--- config.mk ---
export PLATFORM = sky130hd
export DESIGN_NAME = mfe_result_unloader
export DESIGN_NICKNAME = d
export VERILOG_FILES = /design/src/rtl/mfe_pkg.sv /design/src/rtl/mfe_sync_fifo.sv /design/src/rtl/mfe_result_unloader.sv
export SDC_FILE = /design/constraint.sdc
export NUM_CORES = 1
export LEC_CHECK = 0
export ABC_AREA = 1
export CAP_MARGIN = 15
export CELL_PAD_IN_SITES_DETAIL_PLACEMENT = 1
export CELL_PAD_IN_SITES_GLOBAL_PLACEMENT = 1
export CORE_UTILIZATION = 37
export CTS_BUF_LIST = sky130_fd_sc_hd__clkbuf_8
export CTS_CLUSTER_SIZE = 12
export DETAILED_ROUTE_END_ITERATION = 6
export PLACE_DENSITY_LB_ADDON = 0.1
export SYNTH_ARGS = -nofsm -noshare
export SYNTH_HDL_FRONTEND = slang
export SYNTH_HIERARCHICAL = 1
export SYNTH_SLANG_ARGS = --single-unit
--- constraint.sdc ---
create_clock -name clk -period 3.5 [get_ports clk]
set_input_delay 0.7 -clock clk [delete_from_list [all_inputs] [get_ports clk]]
set_output_delay 0.7 -clock clk [all_outputs]
set_load 0.005 [all_outputs]
--- src/rtl/mfe_pkg.sv ---
// Shared median-filter-engine definitions: image geometry, result memory address
// packing and the unloader state encoding.
package mfe_pkg;

    localparam int MFE_IMG_LOG2 = 7;
    localparam int MFE_IMG_DIM  = 1 << MFE_IMG_LOG2;
    localparam int MFE_ADDR_W   = 2 * MFE_IMG_LOG2;

    typedef enum logic [1:0] {
        IDLE  = 2'd0,
        ARMED = 2'd1,
        READ  = 2'd2,
        DRAIN = 2'd3
    } mfe_state_t;

    // The engine writes with this same packing, so read order and layout stay in step.
    function automatic logic [MFE_ADDR_W-1:0] mfe_pack_addr(
        input logic [MFE_IMG_LOG2-1:0] x,
        input logic [MFE_IMG_LOG2-1:0] y
    );
        return {x, y};
    endfunction

endpackage

--- src/rtl/mfe_sync_fifo.sv ---
// Small synchronous FIFO holding returned pixels plus their last tag; the head
// entry is presented combinationally.
module mfe_sync_fifo #(
    parameter int DEPTH = 2,
    parameter int WIDTH = 9,
    localparam int CNT_W = $clog2(DEPTH + 1),
    localparam int PTR_W = (DEPTH > 1) ? $clog2(DEPTH) : 1
) (
    input  logic             clk,
    input  logic             reset,
    input  logic             push,
    input  logic [WIDTH-1:0] push_data,
    input  logic             pop,
    output logic [WIDTH-1:0] head,
    output logic [CNT_W-1:0] count
);

    logic [WIDTH-1:0] mem [DEPTH];
    logic [PTR_W-1:0] wr_ptr;
    logic [PTR_W-1:0] rd_ptr;

    always_ff @(posedge clk or negedge reset) begin
        if (!reset) begin
            for (int i = 0; i < DEPTH; i++) begin
                mem[i] <= '0;
            end
            wr_ptr <= '0;
            rd_ptr <= '0;
            count  <= '0;
        end else begin
            if (push) begin
                mem[wr_ptr] <= push_data;
                wr_ptr      <= (wr_ptr == PTR_W'(DEPTH - 1)) ? '0 : wr_ptr + 1'b1;
            end
            if (pop) begin
                rd_ptr <= (rd_ptr == PTR_W'(DEPTH - 1)) ? '0 : rd_ptr + 1'b1;
            end
            case ({push, pop})
                2'b10:   count <= count + 1'b1;
                2'b01:   count <= count - 1'b1;
                default: count <= count;
            endcase
        end
    end

    assign head = mem[rd_ptr];

endmodule

--- src/rtl/mfe_result_unloader.sv ---
// Drains the 128x128 result memory in row-major order onto a valid/ready byte
// stream, accumulating a frame checksum and pulsing done after the last beat.
module mfe_result_unloader
    import mfe_pkg::*;
#(
    parameter int IMG_LOG2  = MFE_IMG_LOG2,
    parameter int BUF_DEPTH = 2,
    parameter int CSUM_W    = 24
) (
    input  logic                  clk,
    input  logic                  reset,
    input  logic                  mfe_busy,
    output logic [2*IMG_LOG2-1:0] addr,
    output logic                  ren,
    input  logic [7:0]            data_rd,
    output logic                  m_valid,
    output logic [7:0]            m_data,
    output logic                  m_last,
    input  logic                  m_ready,
    output logic                  done,
    output logic [CSUM_W-1:0]     checksum
);

    localparam int CNT_W = $clog2(BUF_DEPTH + 1);
    localparam logic [IMG_LOG2-1:0] COORD_MAX = '1;

    mfe_state_t          state;
    mfe_state_t          next_state;
    logic [IMG_LOG2-1:0] x;
    logic [IMG_LOG2-1:0] y;
    logic                inflight;
    logic                inflight_last;
    logic                pop;
    logic                issue;
    logic                at_end;
    logic [8:0]          head;
    logic [CNT_W-1:0]    fifo_count;
    logic [CNT_W:0]      credit_used;

    assign pop      = m_valid & m_ready;
    assign m_valid  = (fifo_count != '0);
    assign m_data   = head[7:0];
    assign m_last   = m_valid & head[8];
    assign at_end   = (x == COORD_MAX) && (y == COORD_MAX);
    assign addr     = mfe_pack_addr(x, y);

    // A slot is reserved for every read still in flight, so the FIFO can never overflow.
    assign credit_used = {1'b0, fifo_count} + (CNT_W + 1)'(inflight) - (CNT_W + 1)'(pop);
    assign issue       = (state == READ) && (credit_used < (CNT_W + 1)'(BUF_DEPTH));
    assign ren         = issue;

    always_ff @(posedge clk or negedge reset) begin
        if (!reset) begin
            state <= IDLE;
        end else begin
            state <= next_state;
        end
    end

    always_comb begin
        next_state = state;
        case (state)
            IDLE:    if (mfe_busy)        next_state = ARMED;
            ARMED:   if (!mfe_busy)       next_state = READ;
            READ:    if (issue && at_end) next_state = DRAIN;
            DRAIN:   if (pop && m_last)   next_state = IDLE;
            default:                      next_state = IDLE;
        endcase
    end

    // Coordinates and checksum restart on busy falling; busy during READ/DRAIN is ignored.
    always_ff @(posedge clk or negedge reset) begin
        if (!reset) begin
            x             <= '0;
            y             <= '0;
            inflight      <= 1'b0;
            inflight_last <= 1'b0;
            checksum      <= '0;
            done          <= 1'b0;
        end else begin
            if (state == ARMED && !mfe_busy) begin
                x        <= '0;
                y        <= '0;
                checksum <= '0;
            end else begin
                if (issue) begin
                    x <= x + 1'b1;
                    if (x == COORD_MAX) begin
                        y <= y + 1'b1;
                    end
                end
                if (pop) begin
                    checksum <= checksum + CSUM_W'(m_data);
                end
            end
            inflight      <= issue;
            inflight_last <= issue & at_end;
            done          <= pop & m_last;
        end
    end

    mfe_sync_fifo #(
        .DEPTH (BUF_DEPTH),
        .WIDTH (9)
    ) u_fifo (
        .clk       (clk),
        .reset     (reset),
        .push      (inflight),
        .push_data ({inflight_last, data_rd}),
        .pop       (pop),
        .head      (head),
        .count     (fifo_count)
    );

endmodule

After elaboration in Yosys (flattened, before gate mapping) --
Cells that the tools add are included.
Word-level totals: flip-flop bits (word level) 65, input port bits 12, word-level logic and storage cells 78
Operators by class: order comparisons 4, add/subtract/negate cells 9, mux-type cells 21, reduce and logical (&&, ||, !) cells 15, bitwise logic cells 6, equal/unequal tests 11
Operators by type and width (count):
- $mux 24 | 2
- $mux 9 | 4
- $mux 7 | 5
- $add 24x8->24 | 1
- $bwmux 18 | 1
- $add 7x1->7 const B | 2
- $eq 7x7->1 const B | 2
- $reduce_bool 2->1 | 5
- $demux 9 s1 | 1
- $mux 2 | 4
- $pmux 2 s4 | 1
- $eq 2x2->1 const B | 3
- $logic_and 1x1->1 | 6
- $ne 2x2->1 const B | 3
- $and 1x1->1 | 4
- $eq 2x1->1 const B | 2
- $ge 2x2->1 const B | 2
- $not 1->2 | 2
- $pmux 2 s2 | 1
- $reduce_and 4->1 | 1
- $add 2x1->3 | 1
- $lt 3x2->1 const B | 1
- $sub 3x1->3 | 1
- $add 1x1->1 const B | 2
- 8 further kinds | 9

Longest topological paths before layout --
depth after elaboration 8, depth in mapped cells 21, depth with buffers taken out 19

By module --
The synthesis kept the hierarchy.
By module, submodules not included:
- mfe_result_unloader | cells an instance 377, seq. area each 1076.0 um2, area each 2803.9 um2, instances 1
- mfe_sync_fifo | cells an instance 117, seq. area each 550.5 um2, area each 1017.2 um2, instances 1

Worst setup path after synthesis --
OpenSTA, ideal clock, no wires.
path kind input port to output port, start input m_ready, end output ren, data arrival time 2.320 ns, buffers on the path 2, cell stages on the path 12, setup slack 0.480 ns, path through nand2_4 inv_4 buf_8 buf_4 ha_1 inv_1 nand2_1 fa_1 nand2_1 nor2_2 nand2_4 inv_6
Between the ends: word-level cells in the longest chain between the ends 4
RTL lines:
- start, declared | line mfe_result_unloader.sv:19 | input logic m_ready,
- $and 1x1->1 | line mfe_result_unloader.sv:40 | assign pop = m_valid & m_ready;
- net pop | line mfe_result_unloader.sv:33 | logic pop;
- $sub 3x1->3 | line mfe_result_unloader.sv:48 | assign credit_used = {1'b0, fifo_count} + (CNT_W + 1)'(inflight) - (CNT_W + 1)'(pop);
- $lt 3x2->1 | line mfe_result_unloader.sv:49 | assign issue = (state == READ) && (credit_used < (CNT_W + 1)'(BUF_DEPTH));
- $logic_and 1x1->1 | line mfe_result_unloader.sv:49
- end, declared | line mfe_result_unloader.sv:14 | output logic ren,
The timed path passes the listed nets, and every way through them passes these cells.

Final worst setup path --
start input m_ready, end output ren
Between the ends: word-level cells in the longest chain between the ends 4
RTL lines (line):
- $and 1x1->1 | mfe_result_unloader.sv:40
- $sub 3x1->3 | mfe_result_unloader.sv:48
- $lt 3x2->1 | mfe_result_unloader.sv:49
- $logic_and 1x1->1 | mfe_result_unloader.sv:49
Every way passes these cells.

==> run_results.csv <==
group,metric,value,unit
synthesis,synth_simple_gate_area_frac,0.296,
sta,whs,410,ps
global_route,grt_max_degree,34,
synthesis,synth.area.top_cells,"dfrtp_1, nand2_1, inv_1, ha_1, nor2_1",
setup_path,critPathRequiredTime,2800,ps
power,clkPwrFrac,0.156,
setup_path,critPathMaxFanout,2,
finish,postLayoutCellArea,0.00477,mm^2
clocking,htree_levels,3,
finish,nFillCells,1222,
drt,vias,3462,
finish,layout_common_cells,"nand2_1, dfrtp_1, inv_1, clkdlybuf4s50_1, nor2_1",
clocking,ctsLongestPathBuffers,2,
finish,n_antenna_cell,0,
synthesis,yosysWarningCount,6,
sta,hold_viol_final,0,
global_route,met3_usage,0.0302,
power,internal-power,2130,uW
power,switchingPower,1630,uW
placed_design,gp_congestion,0.772,
synthesis,synth_ff_type,"dfrtp_1",
flow_run,timing.max_cap.violations,0,
finish,multi_input_area,0.00186,mm^2
synthesis,synth.distinct_cells,38,
global_route,grt_pass1_vias,3642,
global_route,track_usage,0.203,
synthesis,synth_nets,524,
power,p_leak,0.00244,uW
clocking,cts.sinks,65,
sta,clock_skew,10.1,ps
die,top_level_ports,62,
global_route,grt_pass1_wl,17300,um
finish,fin_nets,597,
die,start_util,0.386,
synthesis,netlist_instances,494,
drt,viasPerCell,4.91,
setup_path,critPathArrivalTime,2420,ps
synthesis,synth_compound_area_frac,0.110,
clocking,cts_tree,"done",
synthesis,syn_area,0.00382,mm^2
synthesis,synth_seq_cells,65,
sta,fin_crit_sh,0.893,
clocking,cts_made_buffers,9,
die,core,0.00991,mm^2
sta,fin_crit,3120,ps
synthesis,synth.top_cell.area_share,0.426,
drt,drt_drc_violations_left,0,
placed_design,io_buffers,61,
sta,tightest_slew,874,ps
min_path,hold_class,"input port to async pin",
finish,synthToLayoutAreaGrowth,24.9,%
clocking,cts_hold_buffers,0,
global_route,grt_overflow,0,
synthesis,synthXorXnorAreaFrac,0.0183,
die,die_area,0.0107,mm^2
synthesis,ys_seq_area_frac,0.426,
synthesis,syn_avg_cell_area,7.74,um^2
die,dieWidth,104,um
synthesis,synth_edf_count,0,
global_route,use_met1,0.245,
synthesis,synth_top_family_by_area,"simple AND/OR/NAND/NOR gates",
synthesis,synth_top_cell_by_area,"dfrtp_1",
global_route,busiest_layer,"met2",
synthesis,synth_fa_ha_area_frac,0.0629,
sta,slew_viol_final,0,
sta,setup_viol,0,
setup_path,worstSetupPathType,"input port to output pin",
sta,rsz0062_at_grt,"no",
synthesis,synthArstFlopShare,1.00,
global_route,antenna_found_initial,0,
power,ir_drop,0.000315,V
synthesis,muxShareOfSynthArea,0,
placed_design,place_area,0.00457,mm^2
finish,ff_latch_area,0.00163,mm^2
global_route,use_met2,0.364,
clocking,root_buffer,"clkbuf_8",
drt,drtPass1Iterations,4,
setup_path,startpoint_type,"input port",
die,rows,36,
sta,max_freq,0.320,GHz
power,sw_frac_of_total,0.434,
clocking,clk_pin_slew,80,ps
finish,drive_above_1_share,0.110,
drt,totalWireLength,10000,um
drt,drt_iter0_markers,89,
setup_path,endpoint_kind,"output pin",
drt,routedWlPerCell,14.2,um
outcome,status,"completed",
clocking,clock_latency,350,ps
sta,relSlewSlack,0.418,
power,pwr-share-seq,0.315,
placed_design,hpwl,7590,um
power,p_comb_frac,0.529,
drt,antenna_left,0,
die,die_y,104,um
power,p_per_area,787,mW/mm^2
finish,final_common_cell,"nand2_1",
[metrics by stage]
stage / total power (uW) / TNS [ps] / std cells / setup slack (ps) / util
final: 3760 / 0 / 705 / 375 / 0.482
after global routing: 4110 / 0 / 705 / 253 / 0.482
after CTS: 3800 / 0 / 703 / 9.83 / 0.480
after detailed placement: 3190 / -210 / 686 / -210 / 0.462
after global placement: 3100 / -155 / 686 / -155 / 0.462
after floorplan: 2410 / 0 / 494 / 480 / -
[final timing paths]
path / startpoint / endpoint / slack [ps] / cells after the start
max: m_ready / ren / 380 / 12
min: reset / checksum[5] / 410 / 1
max reg2reg: u_fifo/rd_ptr / checksum[16] / 840 / 12
min reg2reg: u_fifo/mem[16] / u_fifo/mem[16] / 490 / 2
max in group asynchronous: reset / x[6] / 2290 / 2
min in group clk: u_fifo/mem[16] / u_fifo/mem[16] / 490 / 2
[timing repair]
action | 4_1_cts | 5_1_grt
resized for setup | 2 | 1
buffers inserted | 1 | 2
pin swaps | 1 | 1
endpoints found under the setup margin | 1 | 1
[Yosys cell counts (4+ instances only)]
cell type / n
nand3_1: 33
dfrtp_1: 65
nor3_1: 4
nor2_1: 52
nand2_4: 5
o21ai_2: 9
xor2_1: 5
nand2_1: 130
o21ai_0: 31
nand4_1: 7
inv_1: 61
ha_1: 16
a21oi_1: 26
inv_2: 5
nor2_2: 6
[sequential cells by signal, summed over array words and instances (netlist names)]
name           cells
checksum          24
u_fifo/mem        18
x                  7
y                  7
state              2
u_fifo/count       2
done               1
inflight           1
inflight_last      1
u_fifo/rd_ptr      1
u_fifo/wr_ptr      1
[power groups by stage]
stage / Combinational (uW) / Sequential [uW] / Clock [uW]
global placement: 1910 / 1200 / 0
floorplan: 1280 / 1140 / 0
finish: 1990 / 1180 / 585
global route: 2260 / 1220 / 634
CTS: 2010 / 1190 / 604
detailed placement: 1990 / 1210 / 0
[cells by family (layout without fill, tap and decap cells)]
logic type / Yosys count / in the layout
flops: 65 / 65
buf+inv: 77 / 155
fa+ha+maj: 18 / 18
xor+xnor: 8 / 8
compound gates: 74 / 74
simple gates: 252 / 252
[area by class of cell]
cell class / count / share of cell area
clock buffer: 11 / 0.0317
clock inverter: 5 / 0.00472
inverter: 68 / 0.0550
multi-input combinational: 352 / 0.390
sequential: 65 / 0.341
tap: 133 / 0.0349
timing repair buffer: 71 / 0.143
[critical path, cell delays in order]
cell and delay (ps):
dlygate4sd2_1 260, nand2_4 80, inv_4 30, ha_1 290
inv_1 60, nand2_1 60, fa_1 480, nand2_1 70
nor2_2 160, nand2_4 80, inv_6 50, dlymetal6s2s_1 110
[layer usage]
| metal | vias to the layer above | wire length [um] | share of wire |
|---|---|---|---|
| li1 | 1716 | - | - |
| met5 | - | 0 | 0 |
| met4 | 0 | 154 | 0.015 |
| met3 | 11 | 224 | 0.022 |
| met1 | 1699 | 4510 | 0.45 |
| met2 | 36 | 5150 | 0.51 |
Power figures use the tool's default switching activity.
